## config.mk

```make
export PLATFORM = sky130hd
export DESIGN_NAME = rr_mux_arbiter
export DESIGN_NICKNAME = d
export VERILOG_FILES = /design/src/rtl/rr_arb_pkg.sv /design/src/rtl/rr_priority_pick.sv /design/src/rtl/rr_mux_arbiter.sv
export SDC_FILE = /design/constraint.sdc
export NUM_CORES = 1
export LEC_CHECK = 0
export ABC_AREA = 1
export CAP_MARGIN = 20
export CORE_UTILIZATION = 23
export DETAILED_ROUTE_END_ITERATION = 16
export SYNTH_ARGS = -nofsm -noshare
export SYNTH_HDL_FRONTEND = slang
export SYNTH_SLANG_ARGS = --single-unit
```

## constraint.sdc

```tcl
create_clock -name clk -period 3 [get_ports clk]
set_input_delay 0.45 -clock clk [delete_from_list [all_inputs] [get_ports clk]]
set_output_delay 0.45 -clock clk [all_outputs]
set_load 0.05 [all_outputs]
```

## src/rtl/rr_arb_pkg.sv

```systemverilog
// Shared types and helpers for the round-robin mux arbiter.
// State encoding and the index-width helper used by the top and the picker.
package rr_arb_pkg;

  localparam logic ST_IDLE   = 1'b0;
  localparam logic ST_LOCKED = 1'b1;

  typedef enum logic {
    S_IDLE   = ST_IDLE,
    S_LOCKED = ST_LOCKED
  } arb_state_e;

  // Index width that never collapses to zero bits, so N_REQ=1 still has a port.
  function automatic int clog2_min1(input int n);
    return (n <= 1) ? 1 : $clog2(n);
  endfunction

endpackage

```

## src/rtl/rr_priority_pick.sv

```systemverilog
// Combinational round-robin picker: first set request at or above ptr, wrapping.
// Rotates the request vector down by ptr, isolates the lowest set bit, rotates back.
module rr_priority_pick
  import rr_arb_pkg::*;
#(
  parameter int N_REQ = 4,
  parameter int IDX_W = clog2_min1(N_REQ)
) (
  input  logic [N_REQ-1:0] req,
  input  logic [IDX_W-1:0] ptr,
  output logic [N_REQ-1:0] pick_oh,
  output logic [IDX_W-1:0] pick_idx,
  output logic             any
);

  logic [2*N_REQ-1:0] req_dbl;
  logic [2*N_REQ-1:0] rot_dbl;
  logic [N_REQ-1:0]   rot_req;
  logic [N_REQ-1:0]   rot_oh;
  logic [2*N_REQ-1:0] back_dbl;
  logic               found;

  always_comb begin
    req_dbl  = {req, req};
    rot_dbl  = req_dbl >> ptr;
    rot_req  = rot_dbl[N_REQ-1:0];
    rot_oh   = '0;
    found    = 1'b0;
    for (int k = 0; k < N_REQ; k++) begin
      if (rot_req[k] && !found) begin
        rot_oh[k] = 1'b1;
        found     = 1'b1;
      end
    end
    back_dbl = {rot_oh, rot_oh} << ptr;
    pick_oh  = back_dbl[2*N_REQ-1:N_REQ];
  end

  always_comb begin
    pick_idx = '0;
    for (int j = 0; j < N_REQ; j++) begin
      if (pick_oh[j]) pick_idx = IDX_W'(j);
    end
  end

  assign any = |req;

endmodule

```

## src/rtl/rr_mux_arbiter.sv

```systemverilog
// Round-robin packet arbiter steering N_REQ producers onto one ready/valid channel.
// Optional watchdog on grant hold time is enabled by defining RR_ARB_WDOG_EN.
module rr_mux_arbiter
  import rr_arb_pkg::*;
#(
  parameter int N_REQ    = 4,
  parameter int DATA_W   = 8,
  parameter int MAX_HOLD = 16,
  localparam int IDX_W   = clog2_min1(N_REQ)
) (
  input  logic                    clk,
  input  logic                    rst_n,
  input  logic [N_REQ-1:0]        req_valid,
  input  logic [N_REQ*DATA_W-1:0] req_data,
  input  logic [N_REQ-1:0]        req_last,
  output logic [N_REQ-1:0]        req_ready,
  output logic                    out_valid,
  output logic [DATA_W-1:0]       out_data,
  output logic                    out_last,
  input  logic                    out_ready,
  output logic [N_REQ-1:0]        grant_oh,
  output logic [IDX_W-1:0]        grant_idx,
  output logic                    busy,
  output logic                    timeout_err
);

  if (N_REQ < 1 || MAX_HOLD < 1) begin : g_param_check
    $error("rr_mux_arbiter: N_REQ and MAX_HOLD must both be at least 1");
  end

  arb_state_e       state_q, state_d;
  logic [IDX_W-1:0] rr_ptr_q, rr_ptr_d;
  logic [N_REQ-1:0] grant_oh_q, grant_oh_d;
  logic [IDX_W-1:0] grant_idx_q, grant_idx_d;

  logic [N_REQ-1:0] pick_oh;
  logic [IDX_W-1:0] pick_idx;
  logic             pick_any;
  logic             xfer_last;
  logic             wdog_fire;
  logic [IDX_W-1:0] ptr_after_grant;

  rr_priority_pick #(
    .N_REQ (N_REQ),
    .IDX_W (IDX_W)
  ) u_pick (
    .req      (req_valid),
    .ptr      (rr_ptr_q),
    .pick_oh  (pick_oh),
    .pick_idx (pick_idx),
    .any      (pick_any)
  );

  // grant_oh_q is zero outside LOCKED, so the AND-OR mux idles at zero for free.
  always_comb begin
    out_data = '0;
    for (int i = 0; i < N_REQ; i++) begin
      if (grant_oh_q[i]) out_data = out_data | req_data[i*DATA_W +: DATA_W];
    end
  end

  assign out_valid = |(req_valid & grant_oh_q);
  assign out_last  = |(req_last & grant_oh_q);
  assign req_ready = grant_oh_q & {N_REQ{out_ready}};
  assign xfer_last = |(req_valid & req_last & grant_oh_q) & out_ready;

  assign ptr_after_grant = (grant_idx_q == IDX_W'(N_REQ - 1)) ? '0
                                                              : grant_idx_q + IDX_W'(1);

`ifdef RR_ARB_WDOG_EN
  localparam int HOLD_W = clog2_min1(MAX_HOLD);

  logic [HOLD_W-1:0] hold_cnt_q, hold_cnt_d;
  logic              timeout_q, timeout_d;

  assign wdog_fire = (hold_cnt_q == HOLD_W'(MAX_HOLD - 1));

  // Counter sits at zero in IDLE, so each LOCKED tenure starts counting from 0.
  always_comb begin
    hold_cnt_d = '0;
    if (state_q == S_LOCKED) hold_cnt_d = hold_cnt_q + HOLD_W'(1);
    timeout_d = (state_q == S_LOCKED) && wdog_fire && !xfer_last;
  end

  always_ff @(posedge clk or negedge rst_n) begin
    if (!rst_n) begin
      hold_cnt_q <= '0;
      timeout_q  <= 1'b0;
    end else begin
      hold_cnt_q <= hold_cnt_d;
      timeout_q  <= timeout_d;
    end
  end

  assign timeout_err = timeout_q;
`else
  assign wdog_fire   = 1'b0;
  assign timeout_err = 1'b0;
`endif

  always_comb begin
    state_d     = state_q;
    rr_ptr_d    = rr_ptr_q;
    grant_oh_d  = grant_oh_q;
    grant_idx_d = grant_idx_q;
    unique case (state_q)
      S_IDLE: begin
        if (pick_any) begin
          grant_oh_d  = pick_oh;
          grant_idx_d = pick_idx;
          state_d     = S_LOCKED;
        end
      end
      S_LOCKED: begin
        // A closing beat wins over a watchdog expiry in the same cycle.
        if (xfer_last || wdog_fire) begin
          state_d     = S_IDLE;
          rr_ptr_d    = ptr_after_grant;
          grant_oh_d  = '0;
          grant_idx_d = '0;
        end
      end
      default: begin
        state_d    = S_IDLE;
        grant_oh_d = '0;
      end
    endcase
  end

  always_ff @(posedge clk or negedge rst_n) begin
    if (!rst_n) begin
      state_q     <= S_IDLE;
      rr_ptr_q    <= '0;
      grant_oh_q  <= '0;
      grant_idx_q <= '0;
    end else begin
      state_q     <= state_d;
      rr_ptr_q    <= rr_ptr_d;
      grant_oh_q  <= grant_oh_d;
      grant_idx_q <= grant_idx_d;
    end
  end

  assign grant_oh  = grant_oh_q;
  assign grant_idx = grant_idx_q;
  assign busy      = (state_q == S_LOCKED);

endmodule
```

## After elaboration in Yosys (flattened, before gate mapping)

Cells that the tools add are included.

| storage, ports and cells | value |
|---|---|
| flip-flop bits (word level) | 9 |
| latch bits | 0 |
| memory bits (writable) | 0 |
| ROM bits | 0 |
| output and inout port bits | 22 |
| memories | 0 |

| operators by class | value |
|---|---|
| add/sub/neg operators | 1 |
| $mul | 0 |
| div/mod/pow operators | 0 |
| magnitude comparators | 0 |
| eq/ne operators | 3 |
| shift operators | 2 |
| multiplexer cells | 23 |
| bitwise operators | 10 |
| reduce and logical (&&, ||, !) cells | 12 |

Operators with widths:

| kind | count |
|---|---|
| $mux 8 | 4 |
| $or 8x8->8 | 3 |
| $and 4x4->4 | 5 |
| $reduce_or 4->1 | 4 |
| $mux 2 | 5 |
| $mux 1 | 9 |
| $mux 4 | 2 |
| $pmux 4 s2 | 1 |
| $shl 8x2->8 | 1 |
| $shr 8x2->4 | 1 |
| $pmux 2 s2 | 1 |
| $reduce_and 2->1 | 2 |
| $logic_and 1x1->1 | 3 |
| $logic_not 1->1 | 3 |
| $add 2x1->2 const B | 1 |
| $eq 2x2->1 const B | 1 |
| $ne 2x1->1 const B | 1 |
| $ne 2x2->1 const B | 1 |
| $pmux 1 s2 | 1 |
| $and 1x1->1 | 1 |
| $not 1->1 | 1 |

## Longest topological paths before layout

| logic depth | value |
|---|---|
| word-level depth | 17 |
| gate-level depth with buffers | 12 |
| depth with buffers taken out | 11 |

## Cells and area by module

Synthesis repeated with hierarchy kept, for this count alone.

| second synthesis, totals | value |
|---|---|
| cell total of the unflattened synthesis | 175 |
| area total of the unflattened synthesis | 1018.5 um2 |

By module, submodules not included:

| module | instances | cells an instance | area each (um2) | seq. area each (um2) |
|---|---|---|---|---|
| rr_mux_arbiter | 1 | 112 | 690.7 | 225.2 |
| rr_priority_pick | 1 | 63 | 327.8 | 0.0 |

## Least setup slack after synthesis

OpenSTA, ideal clock, no wires.

| timing path | value |
|---|---|
| path kind | register to output |
| start | register grant_oh_q[2] (netlist: grant_oh[2]) |
| end | output out_last |
| arrival time | 1893 ps |
| data required time | 2550 ps |
| setup slack | 657 ps |
| stages on the path, launching flop included | 4 |
| buffers on the path | 1 |
| cells stage by stage | dfrtp_1 clkbuf_1 inv_1 o2111ai_1 |

| between the ends | value |
|---|---|
| word-level cells in the longest chain between the ends | 2 |

Ends and longest elaborated chain:

| element | RTL line | source |
|---|---|---|
| start, declared | rr_mux_arbiter.sv:33 | `logic [N_REQ-1:0] grant_oh_q, grant_oh_d;` |
| start signal, assigned | rr_mux_arbiter.sv:139 | `grant_oh_q <= grant_oh_d;` |
| $and 4x4->4 | rr_mux_arbiter.sv:63 | `assign out_last = \|(req_last & grant_oh_q);` |
| $reduce_or 4->1 | rr_mux_arbiter.sv:63 |  |
| end, declared | rr_mux_arbiter.sv:19 | `output logic out_last,` |

No other way between the ends.

## Worst setup path after layout

| timing path | value |
|---|---|
| start | input req_valid[0] |
| end | output out_valid |

| between the ends | value |
|---|---|
| word-level cells in the longest chain between the ends | 2 |

Ends and longest elaborated chain:

| element | RTL line | source |
|---|---|---|
| start, declared | rr_mux_arbiter.sv:13 | `input logic [N_REQ-1:0] req_valid,` |
| $and 4x4->4 | rr_mux_arbiter.sv:62 | `assign out_valid = \|(req_valid & grant_oh_q);` |
| $reduce_or 4->1 | rr_mux_arbiter.sv:62 |  |
| end, declared | rr_mux_arbiter.sv:17 | `output logic out_valid,` |

No other way between the ends.

==> reports/metrics.csv <==
metric,value,unit
async set or reset register ratio after synthesis,1.000,
Post-CTS Hold Fix Bufs,0,
Detailed Route WL,3174,um
CTS tree,built,
Tot Pwr,1840,uW
clock latency on the worst-skew pair,0.23,ns
H-tree depth,1,
prevailing post-synth register cell,dfrtp_1,
"Seq/Total Area, Yosys",0.2244,
Worst-Margin Slew,0.5164,ns
Fmax,0.3856,GHz
Crit Path Category,input pin to primary output,
Synth top area share,0.2544,
DRC,0,
# fillers,442,
Yosys reg bits,9,
maximum clock insertion buffer count,2,
GPL Wtd Cong,0.7225,
Clock Sinks,9,
Max-cap violations,0,
PortBufs,63,
initial core utilization,0.2456,
RSZ-0062 raised after global routing,no,
Max-slew headroom,0.6546,
synthesized cell area,0.001003,sq mm
largest net degree at the start of global routing,15,
top post-synthesis cells by count,"nand2_1 (68), inv_1 (14), nand3_1 (14)",
crit end category,primary output,
Final HPWL DP,2467,um
Core Area,0.004086,sq mm
Tcrit/Tclk final,0.8644,
Tmin final,2.593,ns
Post-DRT Antenna Nets,0,
layout cells sized above 1,0.1396,
status,finished clean,
# IOs,65,
Area after DPL,0.001655,sq mm
"CTS clk-pin slew, worst paths",0.05,ns
area delta synth->final,69.45,%
placed instance count,268,
CP Data Arrival Time,2.14,ns
"count leader, synth",nand2_1,
Critical Path Source Type,input pin,
n_diodes,0,
HP Class,input pin to asynchronous set/reset pin,
Vias/cell,4.434,
Worst EP required,2.55,ns
cells taking the most area after synthesis,"nand2_1 (25%), dfrtp_1 (22%), nand3_2 (8.0%)",
"Avg Cell Area, Syn",6.194,sq um
Total GRT Usage,0.1351,
Post-synth EDFFs,0,
WHS,0.5160,ns
gate count of the mapped netlist,162,
Finished Layout Cells,272,
nets,267,
count of cell types in the netlist,26,
TritonCTS Buffers,3,
floorplan row count,23,
"most used cell, CP",clkdlybuf4s50_1,
initial antenna violation count,0,
crit path from,req_valid[0],
Max Slew Vio Count,0,
YS warnings,0,
"Hold Vio Cnt, Final",0,
total grt overflow,0,
worst r2r src,grant_oh[3]$_DFFE_PN0P_,
CTS root buffer,clkbuf_8,
Final setup viols,0,
die area,0.004631,sq mm
DR iter-0 viols,44,
Final Cell Area,0.001700,sq mm
maximum VDD drop,0.0002994,V
Worst Skew,0.005067,ns
Resized cells post-CTS,0,
vias in the first global route,1074,
CP max-delay cell,clkdlybuf4s50_1,
DIE HEIGHT,68.05,um
Yosys top cell by area,nand2_1,
synthesized net count,206,
critical-path maximum fanout,4,
PD cells,1082,mW/mm^2
setup TNS,0,ns
vias post-DR,1206,
sequence of cells on the critical path,clkdlybuf4s50_1 > inv_1 > o2111ai_1 > clkdlybuf4s50_1,
Crit path largest cell delay,0.83,ns
post-CTS setup buffer count,0,
Pre-Repair DR Iteration Count,4,
die span in x,68.05,um
Leakage,0.0007809,uW
DR WL/cell,11.67,um
global-route wire length before repair,4802,um
[cell families after synthesis]
| group | after synthesis | synth area share |
|---|---|---|
| buffers and inverters | 27 | 0.1234 |
| adder cells (fa/ha/maj) | 1 | 0.01247 |
| flip-flops | 9 | 0.2244 |
| AO/OA/AOI/OAI | 10 | 0.06609 |
| AND/OR/NAND/NOR | 114 | 0.5698 |
| other | 1 | 0.003737 |
[layer usage]
metal / track usage / share of wire
met5: 0 / 0
met4: 0.04688 / 0.011
met3: 0.02167 / 0.050
met2: 0.2230 / 0.48
met1: 0.1759 / 0.46
[state kept, by name, summed over array words and instances, names as in the netlist]
| register | count |
|---|---|
| grant_oh | 4 |
| grant_idx | 2 |
| rr_ptr_q | 2 |
| busy | 1 |
[layout by cell type, fill, tap and decap left out, types with 3 or more instances in the layout]
cell type / count
nand2_1: 68
dfrtp_1: 9
nand2_2: 6
clkdlybuf4s50_1: 63
inv_2: 4
inv_1: 14
clkbuf_8: 3
nand4_1: 10
nand3_2: 8
nand3_1: 14
[where the power goes]
part,internal (uW),switching [uW]
registers,171,150
clock network,92.8,50.2
logic,481,894
[stage by stage]
| stage | worst slack (ns) | util |
|---|---|---|
| 2_1_floorplan | 0.6567 | - |
| 3_3_place_gp | 0.4459 | 0.4051 |
| 3_5_place_dp | 0.4373 | 0.4051 |
| 4_1_cts | 0.4215 | 0.4161 |
| 5_1_grt | 0.3524 | 0.4161 |
| 6_report | 0.4068 | 0.4161 |
[path summary, 6_finish.rpt]
path                       cells past startpoint  slack (ns)                  endpoint
setup / recovery                               4        0.41                 out_valid
hold / removal                                 1        0.52   grant_oh[1]$_DFFE_PN0P_
setup reg to reg                               7        1.39  grant_idx[1]$_DFFE_PN0P_
hold reg to reg                                2        0.55  grant_idx[1]$_DFFE_PN0P_
max in group asynchronous                      1        2.19  grant_idx[1]$_DFFE_PN0P_
min in group clk                               2        0.55  grant_idx[1]$_DFFE_PN0P_
[worst max-delay path: cells and delay by family]
kind / cells / cell delay, ns
buffers and inverters: 3 / 1.49
AOI/OAI and AO/OA: 1 / 0.20
[area by class of cell]
class,instances,area (sq um),share of cell area
repair buffers,63,630.6,0.3709
well taps,50,62.56,0.03679
multi-input cells,126,654.4,0.3848
clock buffers,4,45.04,0.02649
inverters,20,82.58,0.04857
flip-flops and latches,9,225.2,0.1325
Power figures use the tool's default switching activity.
